**config.mk**
```make
export PLATFORM = sky130hd
export DESIGN_NAME = fetch_stage
export DESIGN_NICKNAME = d
export VERILOG_FILES = /design/src/rtl/fetch_stage.sv
export SDC_FILE = /design/constraint.sdc
export NUM_CORES = 1
export LEC_CHECK = 0
export BUFFER_PORTS_ARGS = -buffer_cell sky130_fd_sc_hd__buf_4
export CORE_MARGIN = 8
export CORE_UTILIZATION = 38
export CTS_BUF_LIST = sky130_fd_sc_hd__clkbuf_2
export CTS_CLUSTER_SIZE = 12
export DETAILED_ROUTE_END_ITERATION = 8
export PLACE_DENSITY = 0.64
export SYNTH_ARGS = -nofsm -noshare
export SYNTH_HDL_FRONTEND = slang
export SYNTH_SLANG_ARGS = --single-unit
```
**constraint.sdc**
```tcl
create_clock -name clk -period 2.58 [get_ports clk]
set_clock_uncertainty 0.15 [all_clocks]
set_input_delay 0.516 -clock clk [delete_from_list [all_inputs] [get_ports clk]]
set_output_delay 0.516 -clock clk [all_outputs]
set_load 0.01 [all_outputs]
```
**src/rtl/fetch_stage.sv**
```systemverilog
// fetch_stage: PC register, instruction fetch and F/D pipeline register with address-error tagging
module fetch_stage #(
    parameter logic [31:0] PC_RESET   = 32'h0000_3000,
    parameter logic [31:0] IMEM_BASE  = 32'h0000_3000,
    parameter int          IMEM_WORDS = 4096
) (
    input  logic        clk,
    input  logic        reset,
    input  logic [31:0] npc,
    input  logic        stall_F,
    input  logic        stall_D,
    input  logic        flush_D,
    input  logic [31:0] imem_rdata,
    output logic [31:0] imem_addr,
    output logic [31:0] pc_F,
    output logic [31:0] IR_D,
    output logic [31:0] pc_D,
    output logic [31:0] pc4_D,
    output logic [31:0] pc8_D,
    output logic        valid_D,
    output logic        addr_err_D,
    output logic [31:0] fetch_cnt
);
    localparam logic [32:0] LIMIT = 33'(IMEM_WORDS) << 2;
    logic [32:0] off;
    logic        fetch_ok;
    always_comb begin
        off      = {1'b0, pc_F} - {1'b0, IMEM_BASE};
        fetch_ok = (pc_F[1:0] == 2'b00) && (pc_F >= IMEM_BASE) && (off < LIMIT);
    end
    assign imem_addr = pc_F;
    always_ff @(posedge clk) begin
        if (reset) begin
            pc_F       <= PC_RESET;
            IR_D       <= '0;
            pc_D       <= '0;
            pc4_D      <= '0;
            pc8_D      <= '0;
            valid_D    <= 1'b0;
            addr_err_D <= 1'b0;
            fetch_cnt  <= '0;
        end else begin
            if (!stall_F) pc_F <= npc;
            if (!stall_D) begin
                if (flush_D) begin
                    IR_D       <= '0;
                    pc_D       <= '0;
                    pc4_D      <= '0;
                    pc8_D      <= '0;
                    valid_D    <= 1'b0;
                    addr_err_D <= 1'b0;
                end else begin
                    IR_D       <= fetch_ok ? imem_rdata : 32'h0;
                    pc_D       <= pc_F;
                    pc4_D      <= pc_F + 32'd4;
                    pc8_D      <= pc_F + 32'd8;
                    valid_D    <= 1'b1;
                    addr_err_D <= !fetch_ok;
                    fetch_cnt  <= fetch_cnt + 32'd1;
                end
            end
        end
    end
endmodule

```
* Word level (Yosys, flattened, before mapping)
Cells that the tools add are included.
** Operators by class
- Add/sub/neg operators :: 4
- Magnitude comparators :: 2
- Multiplexer cells :: 7
- Bitwise gates (word level) :: 2
- Reduce and logical (&&, ||, !) cells :: 5
** Operators with widths (number)
- 32-bit 2-to-1 mux :: 5
- 33-bit by 15-bit < comparator with 1-bit output (second input constant) :: 1
- 32-bit by 14-bit subtractor with 33-bit output (second input constant) :: 1
- 32-bit by 1-bit adder with 32-bit output (second input constant) :: 1
- 32-bit by 3-bit adder with 32-bit output (second input constant) :: 1
- 32-bit by 4-bit adder with 32-bit output (second input constant) :: 1
- 32-bit by 14-bit >= comparator with 1-bit output (second input constant) :: 1
- 1-bit logical AND :: 2
- 2-bit logical NOT :: 1
- 1-bit 2-to-1 mux :: 2
- 1-bit inverter :: 2
- 2-bit AND reduction :: 1
- 1-bit logical NOT :: 1
** Word-level totals
- Bits in registers :: 194
- Bits of input ports :: 69
- Output and inout port bits :: 226
- Word-level logic and storage cells :: 28

* Depth between registers and ports, before layout
Gate-level depths: netlist (run 1).
- Depth after elaboration :: 5
- Depth in mapped cells :: 8
- Mapped depth without buffers :: 5

* Worst setup path before layout (run 1)
No wires, ideal clock.
- Path type :: reg-to-reg
- Start point :: reg pc_F[3], in the netlist imem_addr[3]
- End point :: reg pc4_D[17]
- Library setup time :: 0.120 ns
- Data arrival time :: 2.013 ns
- Data required time :: 2.310 ns
- Path slack :: 0.297 ns
- Stages on the path, launching flop included :: 7
- Path buffers :: 1
- Period minus slack after synthesis :: 2.283 ns
- Cell sequence :: dfxtp_1 > ha_1 > nand3_4 > or4_1 > buf_2 > o211a_1 > a211o_1
** Between the ends
- Longest elaborated chain between the ends :: 2
** RTL lines
- start: declaration :: RTL line 15 : output logic [31:0] pc_F,
- start signal: assignment :: RTL line 43 : if (!stall_F) pc_F <= npc;
- 32-bit by 3-bit adder with 32-bit output :: RTL line 55 : pc4_D <= pc_F + 32'd4;
- 32-bit 2-to-1 mux :: RTL line 45 : if (flush_D) begin
- end signal: assignment :: RTL line 55
- end: declaration :: RTL line 18 : output logic [31:0] pc4_D,
No other way between the ends.
A chain may end at the register's enable or synchronous reset.

* Worst setup path after layout (run 1)
- Start point :: reg pc_F[16], in the netlist imem_addr[16]
- End point :: out imem_addr[16]
** RTL lines
- end: declaration :: RTL line 14 : output logic [31:0] imem_addr,
No word-level cell between the ends.

==> results of run 1 <==
==> repair_timing <==
action / in CTS / in global routing
resized for setup: 0 / 4
hold endpoints to repair: 71 / 0
hold buffers: 67 / 0
setup buffers: 0 / 0
setup endpoints to repair: 0 / 8
==> metal layers <==
metal	global-route usage, %	wire length, um	part of all wire [%]	vias up
li1	-	-	-	3971
met1	25.9	12300	42	3851
met2	34.4	13900	48	314
met3	5.50	2390	8.2	29
met4	5.65	449	1.5	0
met5	0	0	0	-
==> registers in the layout, summed over array words and instances, names as in the netlist <==
name	cells
pc8_D	29
addr_err_D	1
IR_D	32
fetch_cnt	32
imem_addr	32
pc4_D	30
pc_D	32
valid_D	1
==> logic make-up after synthesis <==
family | count (synthesis) | synth area share, %
DFF | 189 | 44.8
buffers and inverters | 130 | 8.47
xor gates and xnor gates | 34 | 3.52
muxes | 32 | 3.82
AOI/OAI and AO/OA | 189 | 15.0
adders and majority gates | 4 | 0.592
and+or+nand+nor | 363 | 23.8
==> final cells by class <==
cell class                 instances  area (um2)
clock buffer                      17        85.1
fill                            2007       10100
sequential                       189        3790
inverter                          10        37.5
clock inverter                    15         195
tap                              280         350
multi-input combinational        622        3960
timing repair buffer             409        3280
antenna                            2        5.00
==> final timing paths <==
path | from | endpoint | slack (ns) | cells past startpoint
worst max register to register | imem_addr[3]$_SDFFE_PP0N_ | pc4_D[29]$_SDFFE_PP0N_ | 0.20 | 5
worst min-delay path | stall_D | pc8_D[13]$_SDFFE_PP0N_ | 0.09 | 4
worst max-delay path | imem_addr[16]$_SDFFE_PP0N_ | imem_addr[16] | 0.14 | 1
worst min register to register | pc4_D[11]$_SDFFE_PP0N_ | pc4_D[11]$_SDFFE_PP0N_ | 0.33 | 2
==> through the flow <==
stage          setup slack [ns]  instance area [um2]  power [W]  instances
2_1_floorplan             0.297                 8450    0.00350        941
3_3_place_gp              0.324                10700    0.00382       1443
3_5_place_dp              0.263                10700    0.00383       1443
4_1_cts                  0.0311                11700    0.00559       1542
5_1_grt                 0.00203                11700    0.00578       1544
6_report                  0.137                11700    0.00551       1544
==> synth_stat cells, types with 9 or more instances <==
cell type / instances / area, um2
a21oi_1: 66 / 330
a221o_1: 9 / 90.1
a22o_1: 33 / 289
and4_1: 11 / 96.3
buf_2: 14 / 70.1
buf_4: 44 / 330
clkbuf_1: 48 / 180
dfxtp_1: 189 / 3780
inv_1: 9 / 33.8
mux2i_1: 30 / 300
nand2_1: 62 / 233
nand3_1: 31 / 155
nand4_1: 22 / 138
nor2_1: 103 / 387
nor3_1: 25 / 125
nor3b_1: 27 / 203
nor4_1: 16 / 100
o211ai_1: 10 / 75.1
o21ai_0: 25 / 125
o31ai_1: 15 / 113
or4_1: 26 / 195
xnor2_1: 24 / 210
xor2_1: 10 / 87.6
==> report_power, final <==
| group | switching (W) | internal, W | leakage (nW) |
|---|---|---|---|
| logic | 0.000369 | 0.000385 | 3.32 |
| registers | 0.000105 | 0.00301 | 1.54 |
| clock network | 0.00122 | 0.000427 | 0.162 |
==> impl_results.md, run 1 <==
- TritonCTS clock tree: built
- Die Span Y: 165 um
- Worst endpoint required time: 1.91 ns
- Clock Tree Root: clkbuf_2
- Rows: 54
- H-tree depth: 4
- Total global-route track usage: 20.7%
- Cell leakage power: 5.01 nW
- CTS clk-pin slew, worst paths: 0.33 ns
- DRC: 0
- Synth-to-layout area growth: 38.5%
- Primary FF master, synth: dfxtp_1
- Share of layout cells above drive strength 1: 31.7%
- Commonest non-fill, non-tap cell in the layout: buf_4
- Setup TNS: 0 ns
- Post-Syn Instances: 941
- Most frequent cells in the layout: buf_4, dfxtp_1, nor2_1, dlygate4sd3_1, a21oi_1
- Slew margin rel.: 43.3%
- Mapped Nets: 1014
- Slowest CP cell: dfxtp_1
- Post-DP HPWL: 20.5 mm
- FF+latch count, synth: 189
- Final setup vio count: 0
- Power Density: 471 nW/um2
- Vias per inst: 5.29
- Longest Clk Path Bufs: 2
- CP max FO: 13
- Critical Path AT: 1.78 ns
- Mean post-synth cell area: 8.98 um2
- CP Buf/Inv Count: 1
- Worst min path class: input port to register
- Cell Area, Synth: 8450 um2
- Port Buffers: 294
- Starting Density: 38.7%
- I/O Pins: 295
- Fin crit period: 2.44 ns
- TritonCTS Buffers: 17
- First-pass GRT wire length: 44.9 mm
- Critical Path Start Type: register
- Final worst-path cycle share: 94.7%
- Die width: 165 um
- Wire per inst: 18.8 um
- Antenna violations before repair: 1
- Critical path endpoint category: output pin
- Final nets: 1322
- Slew at the pin with the worst max-slew slack: 0.851 ns
- Slew Limit Fails: 0
- Largest net degree at the start of global routing: 113
- Post-route ant nets: 0
- Grt ovf: 0
- RSZ-0062 raised after global routing: no
- Worst-path cell chain: buf_4
- Hold Slack: 0.0924 ns
- Fmax: 409 MHz
- Status: finished clean
- Register area share after synthesis: 44.8%
- CP peak stage delay: 0.79 ns
- CTS sink count: 189
- Gpl congestion: 0.851
- Worst VDD drop: 0.000278 V
- Initial DRT Pass Iterations: 5
- Post-synth ARST share: 0%
- Number of global-route vias before repair: 8048
- Number of synthesized flops with an enable pin: 0
- Max_cap viols: 0
- Via count: 8165
- Crit Path Class: register to output pin
- Final hold violation count: 0
- Synthesis Warnings: 0
- CORE AREA: 21800 um2
- Die area: 27300 um2
- Worst-Skew Late Latency: 0.78 ns
- CP delay by family, top: flip-flops
- First DRT Iteration DRCs: 436
- Netlist cell types: 53
- Fin util: 53.6%
- Routed wire length: 29.1 mm
Power figures use the tool's default switching activity.
==> run 2: changes to the inputs <==
--- a/config.mk
+++ b/config.mk
@@ -9,9 +9,9 @@
 export CORE_MARGIN = 8
 export CORE_UTILIZATION = 38
 export CTS_BUF_LIST = sky130_fd_sc_hd__clkbuf_2
-export CTS_CLUSTER_SIZE = 12
+export CTS_CLUSTER_SIZE = 16
 export DETAILED_ROUTE_END_ITERATION = 8
-export PLACE_DENSITY = 0.64
+export GPL_TIMING_DRIVEN = 0
 export SYNTH_ARGS = -nofsm -noshare
 export SYNTH_HDL_FRONTEND = slang
 export SYNTH_SLANG_ARGS = --single-unit
==> run 2 against run 1 <==
Combinational power increased by 11%. Routed wire length increased by 10%. Global-route usage increased by 2.1 points. Clock power increased by 3%. Final cell count increased by 4.1%. Utilization increased by 1.0 points. Power increased by 2.0%. Cell area increased by 1.9%. Critical path depth increased by 4. Via count increased by 3.8%. Sequential power about the same. Critical endpoint is now pc4_D[26]$_SDFFE_PP0N_.
==> impl_results.md, run 2 (synthesis results as in run 1) <==
- Status: finished clean
- Number of global-route vias before repair: 8342
- Longest Clk Path Bufs: 2
- Critical Path AT: 3.00 ns
- Cell leakage power: 5.14 nW
- Via count: 8477
- I/O Pins: 295
- Post-route ant nets: 0
- Port Buffers: 291
- Die area: 27300 um2
- TritonCTS clock tree: built
- Worst R2R Path Depth: 5
- Total global-route track usage: 22.8%
- First-pass GRT wire length: 48.1 mm
- Synth-to-layout area growth: 41.1%
- CTS clk-pin slew, worst paths: 0.25 ns
- Slew Limit Fails: 0
- Worst VDD drop: 0.000243 V
- Switch share: 28.0%
- Slew at the pin with the worst max-slew slack: 0.957 ns
- Worst endpoint required time: 3.14 ns
- Die Span Y: 165 um
- Die width: 165 um
- Slew margin rel.: 35.7%
- Clock Tree Root: clkbuf_2
- RSZ-0062 raised after global routing: no
- H-tree depth: 4
- Final nets: 1388
- Worst min path class: input port to register
- Final setup vio count: 0
- Clk pwr share: 30.2%
- Buffers inserted by post-CTS timing repair: 0
- Fin crit period: 2.44 ns
- Post-Layout Cell Count: 1607
- Hold Path Depth: 3
- Most frequent cells in the layout: buf_4, dfxtp_1, nor2_1, a21oi_1, dlygate4sd3_1
- Critical path endpoint category: register
- Hold Slack: 0.0710 ns
- CP max FO: 9
- Gpl congestion: 0.888
- Final hold violation count: 0
- Largest net degree at the start of global routing: 17
- Final worst-path cycle share: 94.7%
- Share of layout cells above drive strength 1: 30.9%
- Starting Density: 38.7%
- Grt ovf: 0
- Vias per inst: 5.28
- Wire per inst: 20.0 um
- Post-DP HPWL: 23.6 mm
- Power Density: 472 nW/um2
- Register share of total power: 54.9%
- DRC: 0
- Initial DRT Pass Iterations: 5
- Setup ws final: 0.137 ns
- Crit Path Class: register to register
- Antenna violations before repair: 2
- Commonest non-fill, non-tap cell in the layout: buf_4
- Fmax: 409 MHz
- TritonCTS Buffers: 17
- Placed cells: 1512
- Pre-CTS WS: -0.327 ns
- Net Switching: 0.00157 W
- Rows: 54
- Setup TNS: 0 ns
- CORE AREA: 21800 um2
- Logic pwr share: 14.9%
- Max_cap viols: 0
- Worst-Skew Late Latency: 0.76 ns
- First DRT Iteration DRCs: 437
- Critical Path Start Type: register
- Routed wire length: 32.1 mm
- Int Pwr: 0.00405 W
- CTS sink count: 189
## run 2: cell count changes in the layout (fill, tap and decap cells not counted), sizes merged
| cell | previous run | this run |
|---|---|---|
| clkinv | 8 | 3 |
| diode | 2 | 1 |
| clkbuf | 17 | 65 |
| clkinvlp | 0 | 1 |
| dlygate4sd3 | 67 | 64 |
| buf | 342 | 363 |
| bufinv | 1 | 4 |
| inv | 16 | 15 |
## run 2: area by class of cell
type                    count  area, um2
diodes                      1       2.50
plain buffers             120        679
clock buffers              17       85.1
clock inverters            13        185
fillers                  2070       9900
inverters                  10       37.5
multi-input cells         622       3970
flip-flops and latches    189       3790
well taps                 280        350
repair buffers            355       2830
## run 2: path summary, 6_finish.rpt
kind                             start  slack [ns]                         end
max          imem_addr[2]$_SDFFE_PP0N_        0.14      pc4_D[26]$_SDFFE_PP0N_
min                              reset        0.07  fetch_cnt[30]$_SDFFE_PP0P_
max reg2reg  imem_addr[2]$_SDFFE_PP0N_        0.14      pc4_D[26]$_SDFFE_PP0N_
min reg2reg     pc8_D[26]$_SDFFE_PP0N_        0.33      pc8_D[26]$_SDFFE_PP0N_
## run 2: stage by stage
step	utilization (%)	area (um2)	total power, W
after floorplan	-	8450	0.00350
after global routing	54.6	11900	0.00588
after global placement	50.3	11000	0.00389
final	54.6	11900	0.00562
after CTS	54.5	11900	0.00568
after detailed placement	50.3	11000	0.00389
## run 2: power by group through the flow
stage / Combinational [W] / Sequential [W] / Clock [W]
2_1_floorplan: 0.000362 / 0.00314 / 0
3_3_place_gp: 0.000752 / 0.00313 / 0
4_1_cts: 0.000841 / 0.00308 / 0.00175
3_5_place_dp: 0.000756 / 0.00314 / 0
5_1_grt: 0.000907 / 0.00310 / 0.00187
6_report: 0.000839 / 0.00309 / 0.00170
## run 2: repair_timing
item                                    in CTS  in global routing
pin swaps                                    0                  0
endpoints found under the setup margin       2                 13
gates resized for setup                      1                  9
hold buffers                                64                  0
endpoints found under the hold margin       64                  0
## run 2: critical path, cell delays in order, from the launching register on
cell and delay [ns]:
dfxtp_1 0.61, ha_1 0.31, nand3_4 0.16, or4_4 0.60, or4_1 0.48, nand3_1 0.10
## run 2: routing by layer
layer / vias to the layer above / routed length [um] / GRT usage, %
li1: 4117 / - / -
met1: 4006 / 13900 / 29.1
met2: 325 / 14700 / 36.5
met3: 29 / 3020 / 7.09
met4: 0 / 529 / 6.51
met5: - / 0 / 0
